### config.mk
export PLATFORM = sky130hd
export DESIGN_NAME = game_countdown_timer
export DESIGN_NICKNAME = d
export VERILOG_FILES = /design/src/rtl/game_timer_pkg.sv /design/src/rtl/bcd_mmss_counter.sv /design/src/rtl/game_countdown_timer.sv
export SDC_FILE = /design/constraint.sdc
export NUM_CORES = 1
export LEC_CHECK = 0
export ABC_AREA = 0
export CAP_MARGIN = 30
export CORE_ASPECT_RATIO = 1.4
export CORE_MARGIN = 1
export CORE_UTILIZATION = 52
export DETAILED_ROUTE_END_ITERATION = 8
export PLACE_DENSITY = 0.77
export SKIP_LAST_GASP = 1
export SYNTH_ARGS = -nofsm -noshare
export SYNTH_HDL_FRONTEND = slang
export SYNTH_SLANG_ARGS = --single-unit
export TNS_END_PERCENT = 100
### constraint.sdc
create_clock -name clk -period 5.7 [get_ports clk]
set_input_delay 1.14 -clock clk [delete_from_list [all_inputs] [get_ports clk]]
set_output_delay 1.14 -clock clk [all_outputs]
set_load 0.01 [all_outputs]
### src/rtl/game_timer_pkg.sv
// game_timer_pkg
//   Shared definitions for the round countdown timer: FSM state encoding,
//   BCD digit width, mm:ss limits, bonus credit width and the saturating
//   credit-update helper used by the top level.
package game_timer_pkg;

  localparam int DIGIT_W = 4;   // one BCD digit
  localparam int BONUS_W = 8;   // bonus_pending credit counter width
  localparam int MAX_MIN = 99;
  localparam int MAX_SEC = 59;

  typedef enum logic [1:0] {
    ST_IDLE    = 2'd0,
    ST_RUNNING = 2'd1,
    ST_PAUSED  = 2'd2,
    ST_EXPIRED = 2'd3
  } timer_state_e;

  // Credit left after one unit is consumed this cycle, with an optional new
  // bonus added in the same cycle: sat255(pend - 1 + amount). Only called
  // when at least one unit is available, so the subtraction cannot underflow.
  function automatic logic [BONUS_W-1:0] credit_after_unit(
    input logic [BONUS_W-1:0] pend,
    input logic               add_bonus,
    input logic [BONUS_W-1:0] amount
  );
    logic [BONUS_W+1:0] sum;
    sum = {2'b00, pend}
        + (add_bonus ? {2'b00, amount} : {(BONUS_W+2){1'b0}})
        - (BONUS_W+2)'(1);
    if (sum > {2'b00, {BONUS_W{1'b1}}}) begin
      return {BONUS_W{1'b1}};
    end
    return sum[BONUS_W-1:0];
  endfunction

endpackage

### src/rtl/bcd_mmss_counter.sv
// bcd_mmss_counter
//   Four-digit BCD mm:ss register (00:00..99:59) with load, increment and
//   decrement. Increment holds at 99:59 and decrement holds at 00:00, so the
//   value never leaves the legal range. Priority: load > inc > dec.
//   Optional (GAME_TIMER_WARN_EN): low_next_o flags that the value being
//   written this cycle is 00:ss with ss <= LOW_SEC.
// Ports:
//   clk, rst                    clock, asynchronous active-high reset
//   load_i, inc_i, dec_i        controls
//   load_{mt,mo,st,so}_i        value loaded on load_i
//   {mt,mo,st,so}_o             registered digits
//   zero_o, max_o               value is 00:00 / 99:59
//   low_next_o                  (GAME_TIMER_WARN_EN only) see above
module bcd_mmss_counter
  import game_timer_pkg::*;
#(
  parameter logic [DIGIT_W-1:0] RST_MT = '0,
  parameter logic [DIGIT_W-1:0] RST_MO = '0,
  parameter logic [DIGIT_W-1:0] RST_ST = '0,
  parameter logic [DIGIT_W-1:0] RST_SO = '0
`ifdef GAME_TIMER_WARN_EN
  ,
  parameter int LOW_SEC = 10
`endif
) (
  input  logic               clk,
  input  logic               rst,
  input  logic               load_i,
  input  logic               inc_i,
  input  logic               dec_i,
  input  logic [DIGIT_W-1:0] load_mt_i,
  input  logic [DIGIT_W-1:0] load_mo_i,
  input  logic [DIGIT_W-1:0] load_st_i,
  input  logic [DIGIT_W-1:0] load_so_i,
  output logic [DIGIT_W-1:0] mt_o,
  output logic [DIGIT_W-1:0] mo_o,
  output logic [DIGIT_W-1:0] st_o,
  output logic [DIGIT_W-1:0] so_o,
  output logic               zero_o,
  output logic               max_o
`ifdef GAME_TIMER_WARN_EN
  ,
  output logic               low_next_o
`endif
);

  localparam logic [DIGIT_W-1:0] DIG_ZERO = '0;
  localparam logic [DIGIT_W-1:0] DIG_ONE  = DIGIT_W'(1);
  localparam logic [DIGIT_W-1:0] DIG_NINE = DIGIT_W'(9);
  localparam logic [DIGIT_W-1:0] MAX_MT   = DIGIT_W'(MAX_MIN / 10);
  localparam logic [DIGIT_W-1:0] MAX_MO   = DIGIT_W'(MAX_MIN % 10);
  localparam logic [DIGIT_W-1:0] MAX_ST   = DIGIT_W'(MAX_SEC / 10);
  localparam logic [DIGIT_W-1:0] MAX_SO   = DIGIT_W'(MAX_SEC % 10);

  logic [DIGIT_W-1:0] mt_q, mo_q, st_q, so_q;
  logic [DIGIT_W-1:0] mt_d, mo_d, st_d, so_d;

  assign zero_o = (mt_q == DIG_ZERO) && (mo_q == DIG_ZERO) &&
                  (st_q == DIG_ZERO) && (so_q == DIG_ZERO);
  assign max_o  = (mt_q == MAX_MT) && (mo_q == MAX_MO) &&
                  (st_q == MAX_ST) && (so_q == MAX_SO);

  always_comb begin
    mt_d = mt_q;
    mo_d = mo_q;
    st_d = st_q;
    so_d = so_q;
    if (load_i) begin
      mt_d = load_mt_i;
      mo_d = load_mo_i;
      st_d = load_st_i;
      so_d = load_so_i;
    end else if (inc_i && !max_o) begin
      // Carry ripples so_ -> st_ -> mo_ -> mt_; mt_ cannot overflow because
      // 99:59 is excluded above.
      if (so_q != DIG_NINE) begin
        so_d = so_q + DIG_ONE;
      end else begin
        so_d = DIG_ZERO;
        if (st_q != MAX_ST) begin
          st_d = st_q + DIG_ONE;
        end else begin
          st_d = DIG_ZERO;
          if (mo_q != DIG_NINE) begin
            mo_d = mo_q + DIG_ONE;
          end else begin
            mo_d = DIG_ZERO;
            mt_d = mt_q + DIG_ONE;
          end
        end
      end
    end else if (dec_i && !zero_o) begin
      if (so_q != DIG_ZERO) begin
        so_d = so_q - DIG_ONE;
      end else begin
        so_d = DIG_NINE;
        if (st_q != DIG_ZERO) begin
          st_d = st_q - DIG_ONE;
        end else begin
          st_d = MAX_ST;
          if (mo_q != DIG_ZERO) begin
            mo_d = mo_q - DIG_ONE;
          end else begin
            mo_d = DIG_NINE;
            mt_d = mt_q - DIG_ONE;
          end
        end
      end
    end
  end

  always_ff @(posedge clk or posedge rst) begin
    if (rst) begin
      mt_q <= RST_MT;
      mo_q <= RST_MO;
      st_q <= RST_ST;
      so_q <= RST_SO;
    end else begin
      mt_q <= mt_d;
      mo_q <= mo_d;
      st_q <= st_d;
      so_q <= so_d;
    end
  end

  assign mt_o = mt_q;
  assign mo_o = mo_q;
  assign st_o = st_q;
  assign so_o = so_q;

`ifdef GAME_TIMER_WARN_EN
  logic [6:0] sec_next;
  assign sec_next   = 7'(st_d) * 7'd10 + 7'(so_d);
  assign low_next_o = (mt_d == DIG_ZERO) && (mo_d == DIG_ZERO) &&
                      (sec_next <= 7'(LOW_SEC));
`endif

endmodule

### src/rtl/game_countdown_timer.sv
// game_countdown_timer
//   Round timer: counts a preset mm:ss down to 00:00 in BCD on one_sec_tick,
//   with start / pause-toggle / abort, bonus-time credit applied one second
//   per clock, and a single-cycle time_up pulse on expiry.
//   Optional macro GAME_TIMER_WARN_EN adds the registered low-time 'warn'
//   output (threshold WARN_SEC).
// Ports:
//   clk, rst              clock, asynchronous active-high reset
//   start, pause, abort   single-cycle control requests (abort > start > pause)
//   one_sec_tick          single-cycle seconds pulse
//   bonus                 single-cycle request to add BONUS_SEC seconds
//   min_tens..sec_ones    registered BCD digits
//   running               registered, high while RUNNING
//   warn                  (GAME_TIMER_WARN_EN only) registered low-time flag
//   time_up               registered single-cycle expiry pulse
module game_countdown_timer
  import game_timer_pkg::*;
#(
  parameter int START_MIN = 1,
  parameter int START_SEC = 30,
  parameter int BONUS_SEC = 5,
  parameter int WARN_SEC  = 10
) (
  input  logic               clk,
  input  logic               rst,
  input  logic               start,
  input  logic               pause,
  input  logic               abort,
  input  logic               one_sec_tick,
  input  logic               bonus,
  output logic [DIGIT_W-1:0] min_tens,
  output logic [DIGIT_W-1:0] min_ones,
  output logic [DIGIT_W-1:0] sec_tens,
  output logic [DIGIT_W-1:0] sec_ones,
  output logic               running,
`ifdef GAME_TIMER_WARN_EN
  output logic               warn,
`endif
  output logic               time_up
);

  localparam logic [DIGIT_W-1:0] PRE_MT = DIGIT_W'(START_MIN / 10);
  localparam logic [DIGIT_W-1:0] PRE_MO = DIGIT_W'(START_MIN % 10);
  localparam logic [DIGIT_W-1:0] PRE_ST = DIGIT_W'(START_SEC / 10);
  localparam logic [DIGIT_W-1:0] PRE_SO = DIGIT_W'(START_SEC % 10);
  localparam bit PRESET_ZERO = (START_MIN == 0) && (START_SEC == 0);
  localparam logic [BONUS_W-1:0] BONUS_AMT = BONUS_W'(BONUS_SEC);

  localparam bit PARAMS_OK = (START_MIN >= 0) && (START_MIN <= MAX_MIN) &&
                             (START_SEC >= 0) && (START_SEC <= MAX_SEC) &&
                             (BONUS_SEC >= 1) && (BONUS_SEC <= 255) &&
                             (WARN_SEC >= 0) && (WARN_SEC <= MAX_SEC);

  // Marker scope for out-of-range parameter sets; it elaborates to nothing
  // and makes a bad configuration visible in the design hierarchy.
  if (!PARAMS_OK) begin : g_params_out_of_range
  end

  timer_state_e        state_q, state_d;
  logic [BONUS_W-1:0]  pend_q, pend_d;
  logic                running_q;
  logic                time_up_q;

  logic cnt_load, cnt_inc, cnt_dec;
  logic cnt_zero, cnt_max, cnt_one;
  logic expire;
  logic tick_live;
  logic credit;

  logic [DIGIT_W-1:0] mt, mo, st, so;

`ifdef GAME_TIMER_WARN_EN
  logic cnt_low_next;
  logic warn_q;
`endif

  bcd_mmss_counter #(
    .RST_MT (PRE_MT),
    .RST_MO (PRE_MO),
    .RST_ST (PRE_ST),
    .RST_SO (PRE_SO)
`ifdef GAME_TIMER_WARN_EN
    ,
    .LOW_SEC(WARN_SEC)
`endif
  ) u_counter (
    .clk        (clk),
    .rst        (rst),
    .load_i     (cnt_load),
    .inc_i      (cnt_inc),
    .dec_i      (cnt_dec),
    .load_mt_i  (PRE_MT),
    .load_mo_i  (PRE_MO),
    .load_st_i  (PRE_ST),
    .load_so_i  (PRE_SO),
    .mt_o       (mt),
    .mo_o       (mo),
    .st_o       (st),
    .so_o       (so),
    .zero_o     (cnt_zero),
    .max_o      (cnt_max)
`ifdef GAME_TIMER_WARN_EN
    ,
    .low_next_o (cnt_low_next)
`endif
  );

  assign cnt_one = (mt == '0) && (mo == '0) && (st == '0) &&
                   (so == DIGIT_W'(1));

  always_comb begin
    state_d  = state_q;
    pend_d   = pend_q;
    cnt_load = 1'b0;
    cnt_inc  = 1'b0;
    cnt_dec  = 1'b0;
    expire   = 1'b0;
    // Ticks only count in RUNNING; a bonus arriving this cycle is usable at
    // once, so the first credited second shows on the same edge.
    tick_live = one_sec_tick && (state_q == ST_RUNNING);
    credit    = (pend_q != '0) || bonus;

    if (abort) begin
      state_d  = ST_IDLE;
      cnt_load = 1'b1;
      pend_d   = '0;
    end else if (start && (state_q == ST_IDLE || state_q == ST_EXPIRED)) begin
      cnt_load = 1'b1;
      pend_d   = '0;
      if (PRESET_ZERO) begin
        state_d = ST_EXPIRED;
        expire  = 1'b1;
      end else begin
        state_d = ST_RUNNING;
      end
    end else if (state_q == ST_RUNNING || state_q == ST_PAUSED) begin
      if (credit) begin
        if (!tick_live && cnt_max) begin
          // Display is pinned at 99:59: any further credit is dropped.
          pend_d = '0;
        end else begin
          // A tick cancels one credit unit instead of moving the digits.
          cnt_inc = !tick_live;
          pend_d  = credit_after_unit(pend_q, bonus, BONUS_AMT);
        end
      end else if (tick_live) begin
        cnt_dec = 1'b1;
        if (cnt_one || cnt_zero) begin
          expire  = 1'b1;
          state_d = ST_EXPIRED;
        end
      end
      // Pause acts on the state seen this cycle; expiry takes precedence.
      if (pause && !expire) begin
        state_d = (state_q == ST_RUNNING) ? ST_PAUSED : ST_RUNNING;
      end
    end
  end

  always_ff @(posedge clk or posedge rst) begin
    if (rst) begin
      state_q   <= ST_IDLE;
      pend_q    <= '0;
      running_q <= 1'b0;
      time_up_q <= 1'b0;
`ifdef GAME_TIMER_WARN_EN
      warn_q    <= 1'b0;
`endif
    end else begin
      state_q   <= state_d;
      pend_q    <= pend_d;
      running_q <= (state_d == ST_RUNNING);
      time_up_q <= expire;
`ifdef GAME_TIMER_WARN_EN
      warn_q    <= (state_d == ST_RUNNING || state_d == ST_PAUSED) &&
                   (pend_d == '0) && cnt_low_next;
`endif
    end
  end

  assign min_tens = mt;
  assign min_ones = mo;
  assign sec_tens = st;
  assign sec_ones = so;
  assign running  = running_q;
  assign time_up  = time_up_q;
`ifdef GAME_TIMER_WARN_EN
  assign warn     = warn_q;
`endif

endmodule

==> results of run 1 <==
cell type report:
cell class              instances  share of cell area
repair buffers                 27              0.0924
inverters                      27              0.0357
multi-input cells             212               0.581
flip-flops and latches         28               0.248
well taps                      62              0.0273
clock buffers                   4              0.0158
through the flow:
stage	util	setup slack, ns	std cells	hold slack, ns
2_1_floorplan	-	2.36	282	0.476
3_3_place_gp	0.607	1.62	356	0.502
3_5_place_dp	0.607	1.44	356	0.501
4_1_cts	0.617	1.74	360	0.524
5_1_grt	0.617	1.41	360	0.589
6_report	0.617	1.74	360	0.522
worst paths after layout:
| kind | end | slack (ns) | depth (start not counted) | from |
|---|---|---|---|---|
| max in group asynchronous | u_counter.st_o[1] | 4.18 | 3 | rst |
| worst min register to register | pend_q[0] | 0.52 | 2 | pend_q[0] |
| worst min-delay path | pend_q[0] | 0.52 | 2 | pend_q[0] |
| min in group asynchronous | pend_q[0] | 1.21 | 3 | rst |
| worst max-delay path | u_counter.mt_o[3] | 1.74 | 13 | abort |
| worst max register to register | u_counter.mt_o[3] | 2.23 | 13 | state_q[0] |
registers in the layout, summed over array words and instances, names as in the netlist:
signal          count
running             1
u_counter.st_o      4
state_q             2
u_counter.mo_o      4
pend_q              8
u_counter.mt_o      4
u_counter.so_o      4
time_up             1
worst max-delay path: stages:
cell and delay [ns]:
clkdlybuf4s50_1 0.48, nor2_1 0.26, o211ai_1 0.25, nor2_1 0.14
buf_4 0.22, clkinv_1 0.34, ha_1 0.41, a21o_1 0.18
a21oi_1 0.18, o211ai_1 0.12, o21ai_0 0.10, nand4_1 0.13
mux2i_1 0.21
logic make-up (layout without fill, tap and decap cells):
family / Yosys count / count (layout) / share of synthesized area
buffers and inverters: 42 / 58 / 0.0669
AOI/OAI and AO/OA: 95 / 95 / 0.276
muxes: 8 / 8 / 0.0387
and+or+nand+nor: 83 / 83 / 0.218
DFF: 28 / 28 / 0.279
xor gates and xnor gates: 9 / 9 / 0.0312
adders and majority gates: 17 / 17 / 0.0902
cell usage after synthesis, types with 4 or more instances:
master,number
a211oi_1,4
a21o_1,6
a21oi_1,13
a22oi_1,8
a31oi_1,5
clkbuf_1,10
dfrtp_1,25
ha_1,15
inv_1,26
mux2i_1,6
nand2_1,20
nand2b_1,4
nand4_1,5
nor2_1,14
nor3_1,7
nor4_1,4
o211ai_1,7
o21ai_0,24
xnor2_1,6
where the power goes:
group          switching, mW  internal, mW  leakage, nW  total (mW)
Clock                 0.0670        0.0504       0.0228       0.117
Combinational          0.241         0.178        0.768       0.420
Sequential            0.0319         0.227        0.369       0.259
Total                  0.340         0.456         1.16       0.796
layer usage:
| metal | wire length, um | up-vias |
|---|---|---|
| met5 | 0 | - |
| met4 | 103 | 0 |
| met3 | 166 | 9 |
| met2 | 3190 | 49 |
| met1 | 2500 | 1114 |
| li1 | - | 1087 |
cells in the final DEF, fill, tap and decap left out, types with 3 or more instances in the layout:
cell type        count
nor3_1               7
nand2_1             20
mux2i_1              6
nand2b_1             4
o21ai_0             24
dfstp_2              3
nor3b_1              3
clkbuf_8             3
a31oi_1              5
a21oi_1             13
nand3_1              3
clkdlybuf4s50_1     24
dfrtp_1             25
a221oi_1             3
a211oi_1             4
xnor2_1              6
or2_2                3
a21o_1               6
a22oi_1              8
buf_4                3
nand4_1              5
inv_1               26
o211ai_1             7
nor2_1              14
xor2_1               3
nor4_1               4
ha_1                15
==> results.tsv, run 1 <==
stage	metric	value	unit
clocking	CTS tree	built	
run	max_cap viols	0	
timing	max-slew violations	0	
floorplanning	DIE AREA	0.00514	mm2
worst_setup_path	crit start category	primary input	
worst_setup_path	crit end category	flip-flop	
clocking	Clock Path Buffers	2	
global_routing	met2 global-route usage	0.446	
global_routing	M3 GR Usage	0.0308	
yosys	FFs w/ async S/R, synth	1.00	
layout	Final Cell Area	0.00284	mm2
layout	Multi-input gate area	0.00165	mm2
yosys	syn_area_per_cell	8.95	um2
routing	Vias	2259	
yosys	Mapped Area	0.00252	mm2
yosys	EDFF count, synth	0	
placed_design	dpl hpwl	4410	um
yosys	Post-synth top flop	dfrtp_1	
global_routing	M1 GR Usage	0.317	
routing	vias per cell	6.28	
timing	TNS Setup	0	ns
routing	DRC	0	
yosys	#FFs+latches synth	28	
timing	clock skew	0.00517	ns
yosys	syn nets	306	
yosys	Yosys top cell area share	0.248	
routing	drt wl/cell	16.5	um
global_routing	first-pass GRT wire length	10300	um
power	pwr dens	280	mW/mm2
global_routing	GRT Util Overall	0.262	
layout	register area	704	um2
clocking	root buf cell	clkbuf_8	
yosys	Syn. warnings	0	
yosys	Seq/Total Area, Yosys	0.279	
floorplanning	Starting Density	0.548	
global_routing	largest net degree at the start of global routing	29	
layout	FILL cells	425	
layout	Antenna Cells	0	
routing	DR pass1 iterations	4	
yosys	Synth Instances	282	
placed_design	Placer Congestion	0.886	
routing	ANT nets after route	0	
floorplanning	Top Ports	25	
global_routing	vias in the first global route	2265	
min_path	min-delay worst type	reg -> reg	
clocking	clk_lat worst skew	0.29	ns
layout	share of cells above drive strength 1	0.104	
timing	period utilization	0.695	
timing	Peak Freq	252	MHz
timing	min Tclk post-route	3.96	ns
clocking	Inserted Clock Buffers	3	
floorplanning	Core Area	0.00461	mm2
clocking	clk slew on worst S/H paths	0.10	ns
layout	area grow syn2layout	12.6	%
worst_setup_path	CP arrival	4.17	ns
timing	relative slew slack	0.358	
routing	Total Routed Length	5950	um
power	Design Power	0.796	mW
placed_design	placed inst area	0.00280	mm2
worst_setup_path	CP max FO	13	
yosys	Yosys top cell by area	dfrtp_1	
power	worst IR drop on VDD	208	uV
placed_design	Port-buffer cells	24	
timing	Hold Violations, Final	0	
worst_setup_path	critical setup path kind	in -> reg	
clocking	postcts setup bufs	0	
clocking	CTS Sinks	28	
timing	RSZ-0062 raised after global routing	false	
timing	Tightest Pin Transition	0.961	ns
status	status	complete, no violations	
power	Leak	1.16	nW
routing	DR iter-0 viols	157	
floorplanning	Die Height	84.5	um
clocking	post-CTS resize count	0	
global_routing	Most Crowded Layer GR	met2	
floorplanning	row count	29	
clocking	CTS Hold Buffers Added	0	
worst_setup_path	Worst EP required	5.91	ns
yosys	Area contributors post-synth	dfrtp_1 25%, ha_1 7.4%, o21ai_0 4.8%	
floorplanning	Die W	60.9	um
global_routing	initial antenna violation count	0	
layout	nets	323	
timing	Final setup viols	0	
yosys	post-synth cell types	66	
clocking	CTS HTree Levels	1	
global_routing	grt ovf	0	
(Power assumes the default switching activity.)
==> run 2, diff against run 1 <==
Settings changed: PLACE_DENSITY 0.77 to 0.8.
Clock period 5.7 ns to 3.4 ns, I/O delays scaled along.
==> results.tsv, run 2 (synthesis results as in run 1) <==
stage	metric	value	unit
worst_setup_path	crit start category	primary input	
layout	area grow syn2layout	16.7	%
worst_setup_path	Crit Reg-Reg Startpoint	pend_q[7]	
clocking	CTS HTree Levels	1	
global_routing	first-pass GRT wire length	10200	um
routing	Total Routed Length	6190	um
floorplanning	DIE AREA	0.00514	mm2
power	worst IR drop on VDD	513	uV
worst_setup_path	CP max FO	8	
global_routing	GRT Util Overall	0.259	
layout	FILL cells	404	
timing	Fin Hold WS	0.565	ns
power	pwr dens	477	mW/mm2
timing	Final setup viols	0	
clocking	Clock Path Buffers	2	
worst_setup_path	Worst R2R Setup Slack	0.44	ns
timing	Hold Violations, Final	0	
power	Design Power	1.41	mW
worst_setup_path	Worst R2R End	u_counter.mt_o[2]	
placed_design	DP Worst Slack	-0.0705	ns
worst_setup_path	CP arrival	3.28	ns
routing	ANT nets after route	0	
layout	share of cells above drive strength 1	0.145	
run	max_cap viols	0	
placed_design	Port-buffer cells	24	
power	Leak	1.23	nW
floorplanning	Die W	60.9	um
routing	drt wl/cell	16.6	um
worst_setup_path	crit end category	flip-flop	
layout	Antenna Cells	0	
timing	min Tclk post-route	3.07	ns
min_path	hold_sp	pend_q[2]	
clocking	CTS Sinks	28	
worst_setup_path	Worst EP required	3.61	ns
layout	nets	335	
global_routing	initial antenna violation count	0	
timing	fin worst setup slack	0.332	ns
layout	Layout Utilization	0.640	
timing	RSZ-0062 raised after global routing	false	
timing	period utilization	0.902	
timing	Peak Freq	326	MHz
clocking	root buf cell	clkbuf_8	
clocking	postcts setup bufs	0	
clocking	Inserted Clock Buffers	3	
layout	most flop-heavy register	pend_q	
worst_setup_path	critical setup path kind	in -> reg	
floorplanning	Starting Density	0.548	
layout	Largest register FFs	8	
timing	max-slew violations	0	
placed_design	dpl hpwl	4640	um
clocking	clk slew on worst S/H paths	0.10	ns
placed_design	Placer Congestion	0.875	
routing	vias per cell	6.23	
floorplanning	Die Height	84.5	um
routing	DRC	0	
layout	most common cell after layout, fill and taps aside	inv_1	
timing	clock skew	0.00141	ns
routing	DR iter-0 viols	227	
worst_setup_path	R2R cell count	8	
status	status	complete, no violations	
global_routing	grt ovf	0	
min_path	Hold Path End	pend_q[2]	
clocking	clk_lat worst skew	0.29	ns
timing	relative slew slack	0.558	
min_path	min-delay worst type	reg -> reg	
timing	Tightest Pin Transition	0.663	ns
layout	most frequent cells in the layout	26 x inv_1, 25 x dfrtp_1, 24 x o21ai_0, 24 x clkdlybuf4s50_1, 20 x nand2_1	
clocking	CTS tree	built	
routing	DR pass1 iterations	5	
routing	Vias	2319	
floorplanning	Top Ports	25	
floorplanning	row count	29	
floorplanning	Core Area	0.00461	mm2
clocking	CTS Hold Buffers Added	0	
global_routing	largest net degree at the start of global routing	29	
global_routing	vias in the first global route	2245	
min_path	hold path cells	2	
run 2: changes by cell type in the layout (fill, tap and decap cells not counted), sizes merged:
cell	previous run	this run
buf	3	15
run 2: worst max-delay path by stage:
stage	startpoint	endpoint	slack (ns)	cells past startpoint
2_1_floorplan	u_counter.st_o[3]	u_counter.mt_o[3]	0.45	12
6_report	bonus	u_counter.mt_o[2]	0.33	7
3_3_place_gp	bonus	pend_q[3]	0.07	12
4_1_cts	bonus	pend_q[5]	0.27	12
3_5_place_dp	bonus	pend_q[5]	-0.07	12
5_1_grt	bonus	pend_q[5]	0.20	12
run 2: worst max-delay path, stage by stage:
cell and delay (ns):
clkdlybuf4s50_1 0.41, nand4bb_1 0.37, nor4_4 0.42, nand4_4 0.23, a2111oi_4 0.61, o2111a_4 0.34, mux2i_1 0.21
run 2: final cells by class:
class,instances,area [um2],share of cell area
clock buffer,4,55.1,0.0187
inverter,27,101,0.0344
multi-input combinational,212,1660,0.562
sequential,28,704,0.239
tap,62,77.6,0.0263
timing repair buffer,39,353,0.120
run 2: what timing repair did:
action,CTS,global route
endpoints found under the hold margin,0,0
setup endpoints to repair,0,4
gates resized for setup,0,1
run 2: layer usage:
metal	wire length, um	track usage	vias up
met2	3340	0.455	87
met5	0	0	-
met4	127	0.124	0
li1	-	-	1112
met3	226	0.0308	14
met1	2500	0.300	1106
run 2: power by group:
group	total, mW	switching (mW)	internal, mW	leakage, nW
Combinational	0.746	0.418	0.327	0.831
Sequential	0.439	0.0584	0.380	0.369
Clock	0.223	0.118	0.104	0.0288
run 2: metrics by stage:
stage | std cells | cell area, um2 | TNS (ns)
final | 372 | 2950 | 0
after global routing | 372 | 2950 | 0
after global placement | 368 | 2890 | 0
after floorplan | 282 | 2520 | 0
after CTS | 372 | 2940 | 0
after detailed placement | 368 | 2890 | -0.174
